File: src/rtl/dcache_lsu.sv
// dcache_lsu: one-op load/store initiator for the D-cache CPU port.
// Optional LSU_MISALIGN_CHK_EN rejects misaligned H/W accesses.
module dcache_lsu #(
    parameter int DATA_W = 32,
    parameter int ADDR_W = 32
) (
    input  logic              ACLK,
    input  logic              ARESETn,
    input  logic              LSU_VALID,
    output logic              LSU_READY,
    input  logic              LSU_WE,
    input  logic [2:0]        LSU_FUNCT3,
    input  logic [ADDR_W-1:0] LSU_ADDR,
    input  logic [DATA_W-1:0] LSU_WDATA,
    output logic              LSU_RESP_VALID,
    output logic [DATA_W-1:0] LSU_RESP_DATA,
    output logic              LSU_RESP_ERR,
    output logic              CPU_REQ,
    output logic [ADDR_W-1:0] CPU_REQ_ADDR,
    input  logic              CPU_REQ_VALID,
    input  logic [DATA_W-1:0] CPU_REQ_DATA,
    output logic              CPU_WR_EN,
    output logic [DATA_W-1:0] CPU_WR_DATA,
    output logic [3:0]        CPU_WR_STRB,
    input  logic              BUSY
);

    typedef enum logic [2:0] {
        IDLE, RD_WAIT, WR_WAIT_HI, WR_WAIT_LO, GAP, RESP
    } state_t;

    state_t            state, state_nx;
    logic              accept, req_err, f3_ok, misalign;
    logic              op_we, op_err;
    logic [2:0]        op_f3;
    logic [ADDR_W-1:0] op_addr;
    logic [DATA_W-1:0] op_wdata, rd_word;
    logic              rd_act, wr_act;
    logic [7:0]        ld_b;
    logic [15:0]       ld_h;
    logic [DATA_W-1:0] ld_ext;

    assign accept = LSU_VALID & LSU_READY;

    // Classify the incoming op: legal funct3 for its direction, plus alignment
    always_comb begin
        f3_ok = 1'b0;
        case (LSU_FUNCT3)
            3'b000, 3'b001, 3'b010: f3_ok = 1'b1;
            3'b100, 3'b101:         f3_ok = ~LSU_WE;
            default:                f3_ok = 1'b0;
        endcase
`ifdef LSU_MISALIGN_CHK_EN
        misalign = ((LSU_FUNCT3[1:0] == 2'b01) & LSU_ADDR[0])
                 | ((LSU_FUNCT3 == 3'b010) & (|LSU_ADDR[1:0]));
`else
        misalign = 1'b0;
`endif
        req_err = ~f3_ok | misalign;
    end

    // State register
    always_ff @(posedge ACLK or negedge ARESETn) begin
        if (!ARESETn) state <= IDLE;
        else          state <= state_nx;
    end

    // Op capture on accept, read word capture on cache return
    always_ff @(posedge ACLK or negedge ARESETn) begin
        if (!ARESETn) begin
            op_we    <= 1'b0;
            op_err   <= 1'b0;
            op_f3    <= 3'b000;
            op_addr  <= '0;
            op_wdata <= '0;
            rd_word  <= '0;
        end else begin
            if (accept) begin
                op_we    <= LSU_WE;
                op_err   <= req_err;
                op_f3    <= LSU_FUNCT3;
                op_addr  <= LSU_ADDR;
                op_wdata <= LSU_WDATA;
            end
            if (state == RD_WAIT && CPU_REQ_VALID)
                rd_word <= CPU_REQ_DATA;
        end
    end

    // Next-state logic; a store completes on the BUSY falling edge
    always_comb begin
        state_nx = state;
        case (state)
            IDLE: if (accept) begin
                if (req_err)     state_nx = RESP;
                else if (LSU_WE) state_nx = WR_WAIT_HI;
                else             state_nx = RD_WAIT;
            end
            RD_WAIT:    if (CPU_REQ_VALID) state_nx = GAP;
            WR_WAIT_HI: if (BUSY)          state_nx = WR_WAIT_LO;
            WR_WAIT_LO: if (!BUSY)         state_nx = GAP;
            GAP:        state_nx = RESP;
            RESP:       state_nx = IDLE;
            default:    state_nx = IDLE;
        endcase
    end

    // Outputs: request lanes only while waiting, extended data only in RESP
    always_comb begin
        rd_act    = (state == RD_WAIT);
        wr_act    = (state == WR_WAIT_HI) | (state == WR_WAIT_LO);
        LSU_READY = (state == IDLE) & ~BUSY;
        CPU_REQ   = rd_act;
        CPU_WR_EN = wr_act;
        CPU_REQ_ADDR = '0;
        if (rd_act | wr_act)
            CPU_REQ_ADDR = {op_addr[ADDR_W-1:2], 2'b00};
        CPU_WR_DATA = '0;
        CPU_WR_STRB = 4'b0000;
        if (wr_act) begin
            case (op_f3[1:0])
                2'b00: begin
                    CPU_WR_DATA = {4{op_wdata[7:0]}};
                    CPU_WR_STRB = 4'b0001 << op_addr[1:0];
                end
                2'b01: begin
                    CPU_WR_DATA = {2{op_wdata[15:0]}};
                    CPU_WR_STRB = 4'b0011 << {op_addr[1], 1'b0};
                end
                default: begin
                    CPU_WR_DATA = op_wdata;
                    CPU_WR_STRB = 4'b1111;
                end
            endcase
        end
        case (op_addr[1:0])
            2'b00:   ld_b = rd_word[7:0];
            2'b01:   ld_b = rd_word[15:8];
            2'b10:   ld_b = rd_word[23:16];
            default: ld_b = rd_word[31:24];
        endcase
        ld_h = op_addr[1] ? rd_word[31:16] : rd_word[15:0];
        case (op_f3)
            3'b000:  ld_ext = {{24{ld_b[7]}}, ld_b};
            3'b001:  ld_ext = {{16{ld_h[15]}}, ld_h};
            3'b100:  ld_ext = {24'h0, ld_b};
            3'b101:  ld_ext = {16'h0, ld_h};
            default: ld_ext = rd_word;
        endcase
        LSU_RESP_VALID = (state == RESP);
        LSU_RESP_ERR   = (state == RESP) & op_err;
        LSU_RESP_DATA  = '0;
        if (state == RESP && !op_we && !op_err)
            LSU_RESP_DATA = ld_ext;
    end

endmodule

File: config.mk
export PLATFORM = sky130hd
export DESIGN_NAME = dcache_lsu
export DESIGN_NICKNAME = d
export VERILOG_FILES = /design/src/rtl/dcache_lsu.sv
export SDC_FILE = /design/constraint.sdc
export NUM_CORES = 1
export LEC_CHECK = 0
export BUFFER_PORTS_ARGS = -buffer_cell sky130_fd_sc_hd__clkbuf_2
export CORE_ASPECT_RATIO = 0.75
export CORE_MARGIN = 2
export CORE_UTILIZATION = 55
export CTS_BUF_LIST = sky130_fd_sc_hd__clkbuf_2 sky130_fd_sc_hd__clkbuf_4 sky130_fd_sc_hd__clkbuf_8
export DETAILED_ROUTE_END_ITERATION = 12
export GPL_TIMING_DRIVEN = 0
export PLACE_DENSITY = 0.95
export RECOVER_POWER = 100
export SKIP_CTS_REPAIR_TIMING = 1
export SYNTH_ARGS = -nofsm -noshare
export SYNTH_HDL_FRONTEND = slang
export SYNTH_SLANG_ARGS = --single-unit
File: constraint.sdc
create_clock -name ACLK -period 3.65 [get_ports ACLK]
set_clock_uncertainty 0.2 [all_clocks]
set_input_delay 0.365 -clock ACLK [delete_from_list [all_inputs] [get_ports ACLK]]
set_output_delay 0.365 -clock ACLK [all_outputs]
set_load 0.02 [all_outputs]
Word-level counts from Yosys, hierarchy flattened
Cells that the tools add are included.
{"block": "op_classes", "bitwise_logic": 8, "muxes": 17, "n_eq_ne": 19, "n_reduce_logical": 13, "shift": 2}
{"cell": "$pmux 32 s4", "count": 1}
{"cell": "$mux 32", "count": 3}
{"cell": "$pmux 32 s2", "count": 1}
{"cell": "$pmux 8 s3", "count": 1}
{"cell": "$eq 3x3->1 const B", "count": 6}
{"cell": "$mux 16", "count": 1}
{"cell": "$mux 3", "count": 5}
{"cell": "$pmux 3 s5", "count": 1}
{"cell": "$eq 3x1->1 const B", "count": 3}
{"cell": "$eq 3x2->1 const B", "count": 3}
{"cell": "$logic_not 3->1", "count": 3}
{"cell": "$pmux 4 s2", "count": 1}
{"cell": "$ne 2x2->1 const B", "count": 3}
{"cell": "$eq 2x1->1 const B", "count": 2}
{"cell": "$logic_not 2->1", "count": 2}
{"cell": "$mux 4", "count": 1}
{"cell": "$reduce_and 4->1", "count": 1}
{"cell": "$shl 1x2->4 const A", "count": 1}
{"cell": "$shl 2x2->4 const A", "count": 1}
{"cell": "$and 1x1->1", "count": 3}
{"cell": "$logic_and 1x1->1", "count": 3}
{"cell": "$not 1->1", "count": 3}
{"cell": "$reduce_or 3->1", "count": 1}
{"cell": "$eq 2x2->1 const B", "count": 1}
{"cell": "6 further kinds", "count": 8}
{"block": "word_totals", "regBits": 104, "output_inout_bits": 105, "in_bits": 105}

Longest topological paths before layout
{"block": "depth", "ltp_word": 6, "depth_mapped": 6}

Worst setup path after synthesis
No wires, ideal clock.
{"block": "synth_path", "kind": "flip-flop to output port", "startpoint": "reg state[1]", "endpoint": "out LSU_RESP_DATA[15]", "path_slack_ns": 1.423, "t_required_ns": 3.085, "n_path_buf": 3, "path_stages_with_launch": 7, "arrival_ns": 1.662, "cell_sequence": "dfrtp_1 > buf_6 > and3b_1 > buf_6 > nand2_4 > buf_6 > a221oi_1"}
{"block": "synth_via", "elab_chain_len": 4}
{"item": "start: declaration", "line": "32", "text": "state_t state, state_nx;"}
{"item": "start signal: assignment", "line": "65", "text": "else state <= state_nx;"}
{"item": "$eq 3x3->1", "line": "153", "text": "if (state == RESP && !op_we && !op_err)"}
{"item": "$logic_and 1x1->1 (2 in a row)", "line": "153"}
{"item": "$mux 32", "line": "153"}
{"item": "end: declaration", "line": "16", "text": "output logic [DATA_W-1:0] LSU_RESP_DATA,"}
Every way passes these cells.

Final worst setup path
{"block": "layout_path", "startpoint": "reg op_f3[0]", "endpoint": "out LSU_RESP_DATA[15]"}
{"block": "layout_via", "elab_chain_len": 3, "word_cells_on_any_way": 6, "cone_classes": "eq/ne (3); mux (2); reduce/logical (1)"}
{"item": "start: declaration", "line": "35", "text": "logic [2:0] op_f3;"}
{"item": "start signal: assignment", "line": "73", "text": "op_f3 <= 3'b000;"}
{"item": "start signal: assignment", "line": "81", "text": "op_f3 <= LSU_FUNCT3;"}
{"item": "$eq 3x3->1, or another cell as far along", "line": "143", "text": "case (op_f3)"}
{"item": "$pmux 32 s4 (*)", "line": "143"}
{"item": "$mux 32 (*)", "line": "153"}
Every way passes the cells marked *; elsewhere a longest branch is shown, timed or not.

==> metrics.yaml <==
worstHoldPathType: "in2reg"
clkLatencyLatePin_ps: 380
required_ps: 3080
nets: 877
place.gp.congestion: 0.892
seq_area_frac_synth_pct: 42.8
port_buffers: 207
clkTransAtPathRegs_ps: 120
p_switching_w: 0.00274
clockBufferDepth: 2
grt_pass1_vias: 5359
die_h_um: 95.1
die_w_um: 125
avgSynthCellArea_um2: 11.1
maxCapViolations: 0
synth_most_common_cell: "mux2_2"
synth-edff-count: 0
htreeDepth: 3
drcViolationCount: 0
numCtsBuffers: 9
clkPwrFrac_pct: 12.1
arrival_ps: 2680
ys_top_cells_by_count: "mux2_2, dfrtp_1, and2_1"
status: "complete, no violations"
critPathCaptureType: "output port"
crit_type: "reg2out"
cts.sinks: 104
setup_viol: 0
switching_share_pct: 44.5
initial_core_util_pct: 56.0
tns_ps: 0
seq_power_share_pct: 35.4
wl_met1_um: 7020
yosysUniqueCellTypes: 47
slew_violations: 0
cts-root-buf: "clkbuf_8"
fmax_mhz: 308
drt-wirelength-per-cell_um: 18.6
dr.first_iter.drc_count: 362
grt_usage_pct: 28.0
yosys-top-cells-area: "dfrtp_1, mux2_2, and2_1"
grt_max_degree: 60
powerDensity_nw_per_um2: 833
drt_pre_antenna_iters: 5
rsz0062_at_grt: "no"
p_int_w: 0.00343
worst-path-max-fanout: 10
tightest_slew_ps: 1460
std_cell_rows: 33
pin_count: 210
antenna_left: 0
combinationalPowerShare_pct: 52.5
coreArea_um2: 10900
dr_total_vias: 5265
synth_warnings: 0
vias_per_cell: 5.74
finalPower_w: 0.00617
ys.flop_type: "dfrtp_1"
fin_crit_ps: 3250
area_growth_pct: 21.7
yosys.area.top_type_share_pct: 42.8
detail_route.wirelength_um: 17100
wl_met3_um: 1450
synth.cell_area_um2: 6090
dieArea_um2: 11900
antenna_cells: 0
routed-wl-met2_um: 8280
peakVddDrop_v: 0.000431
dp_hpwl_um: 12800
max_slew_margin_pct: 2.34
cts_tree: "done"
antenna_found_initial: 0
ys_ff_latch: 104
synthArstFlopShare_pct: 100
grt_pass1_wl_um: 26400
start_kind: "register"
grt_overflow: 0
period_share_pct: 88.9
drive_gt1_share_pct: 40.0
syn_inst: 547
highest_layer: "met4"
hold_viol_final: 0
cellLeakagePower_nw: 3.32
synth_top_cell_by_area: "dfrtp_1"
## area by class of cell
| type | count | area, um^2 |
|---|---|---|
| fillers | 869 | 3450 |
| plain buffers | 49 | 239 |
| clock inverters | 6 | 67.6 |
| multi-input cells | 390 | 3160 |
| well taps | 140 | 175 |
| inverters | 5 | 18.8 |
| flip-flops and latches | 104 | 2600 |
| clock buffers | 10 | 138 |
| repair buffers | 213 | 1010 |
## sequential cells by signal (all words and copies together), names as in the netlist
name	cells
rd_word	32
op_wdata	32
op_we	1
state	3
op_f3	3
op_err	1
op_addr	32
## cells in the final DEF, fill, tap and decap left out, drive strengths merged, types with 2 or more instances in the layout
cell type    Yosys  routed
a21oi           24      24
a31oi           15      15
and2            58      58
and3b            8       8
buf             37      17
clkbuf          12     250
conb             1       2
dfrtp          104     104
dlygate4sd3      0       5
inv              5      10
mux2           110     110
mux2i           25      25
nand2           43      43
nand2b           4       4
nand3b           2       2
nor2            16      16
nor2b            9       9
o211ai          15      15
o21ai           18      18
o221a            7       7
o32ai           16      16
or2              2       2
## path summary, 6_finish.rpt
check                           slack [ps]                       end  depth (start not counted)                     from
max in group asynchronous             1060   op_addr[17]$_DFFE_PN0P_                          3                  ARESETn
worst min register to register         310   op_addr[24]$_DFFE_PN0P_                          1  op_addr[24]$_DFFE_PN0P_
worst min-delay path                     4  op_wdata[26]$_DFFE_PN0P_                          2            LSU_WDATA[26]
worst max register to register         890   op_wdata[4]$_DFFE_PN0P_                          5     state[2]$_DFFE_PN0P_
min in group asynchronous              360    rd_word[6]$_DFFE_PN0P_                          2                  ARESETn
worst max-delay path                   400         LSU_RESP_DATA[15]                          5     op_f3[0]$_DFFE_PN0P_
## through the flow
step	hold WS, ps	worst slack, ps	instances	util (%)	cell area [um^2]
final	3.93	404	917	68.2	7410
after global routing	-4.03	300	917	68.2	7410
after CTS	-144	686	912	69.4	7540
after detailed placement	262	1110	896	67.5	7330
after global placement	279	640	895	67.2	7300
after floorplan	-131	1420	548	-	6090
## worst max-delay path, stage by stage (launching register included)
cell and delay, ps:
dfrtp_1 400, clkbuf_1 310, nor2_2 450, nand3b_1 380, a221oi_1 490, clkbuf_1 270
## cells by family after synthesis
family | share of synthesized area [%]
mux | 24.8
simple gates | 14.0
flops | 42.8
other cells | 0.0616
buf+inv | 5.14
compound gates | 13.2
## per-layer routing
layer	vias up	track usage (%)
met4	0	9.17
met2	239	47.3
met3	35	7.52
met5	-	0
met1	2589	35.5
li1	2402	-
## power groups by stage
stage          Sequential, W  Combinational [W]  Clock, W
3_3_place_gp         0.00215            0.00316         0
5_1_grt              0.00226            0.00349  0.000801
6_report             0.00219            0.00324  0.000745
2_1_floorplan        0.00202            0.00249         0
4_1_cts              0.00217            0.00329  0.000757
3_5_place_dp         0.00219            0.00327         0
Power figures use the tool's default switching activity.
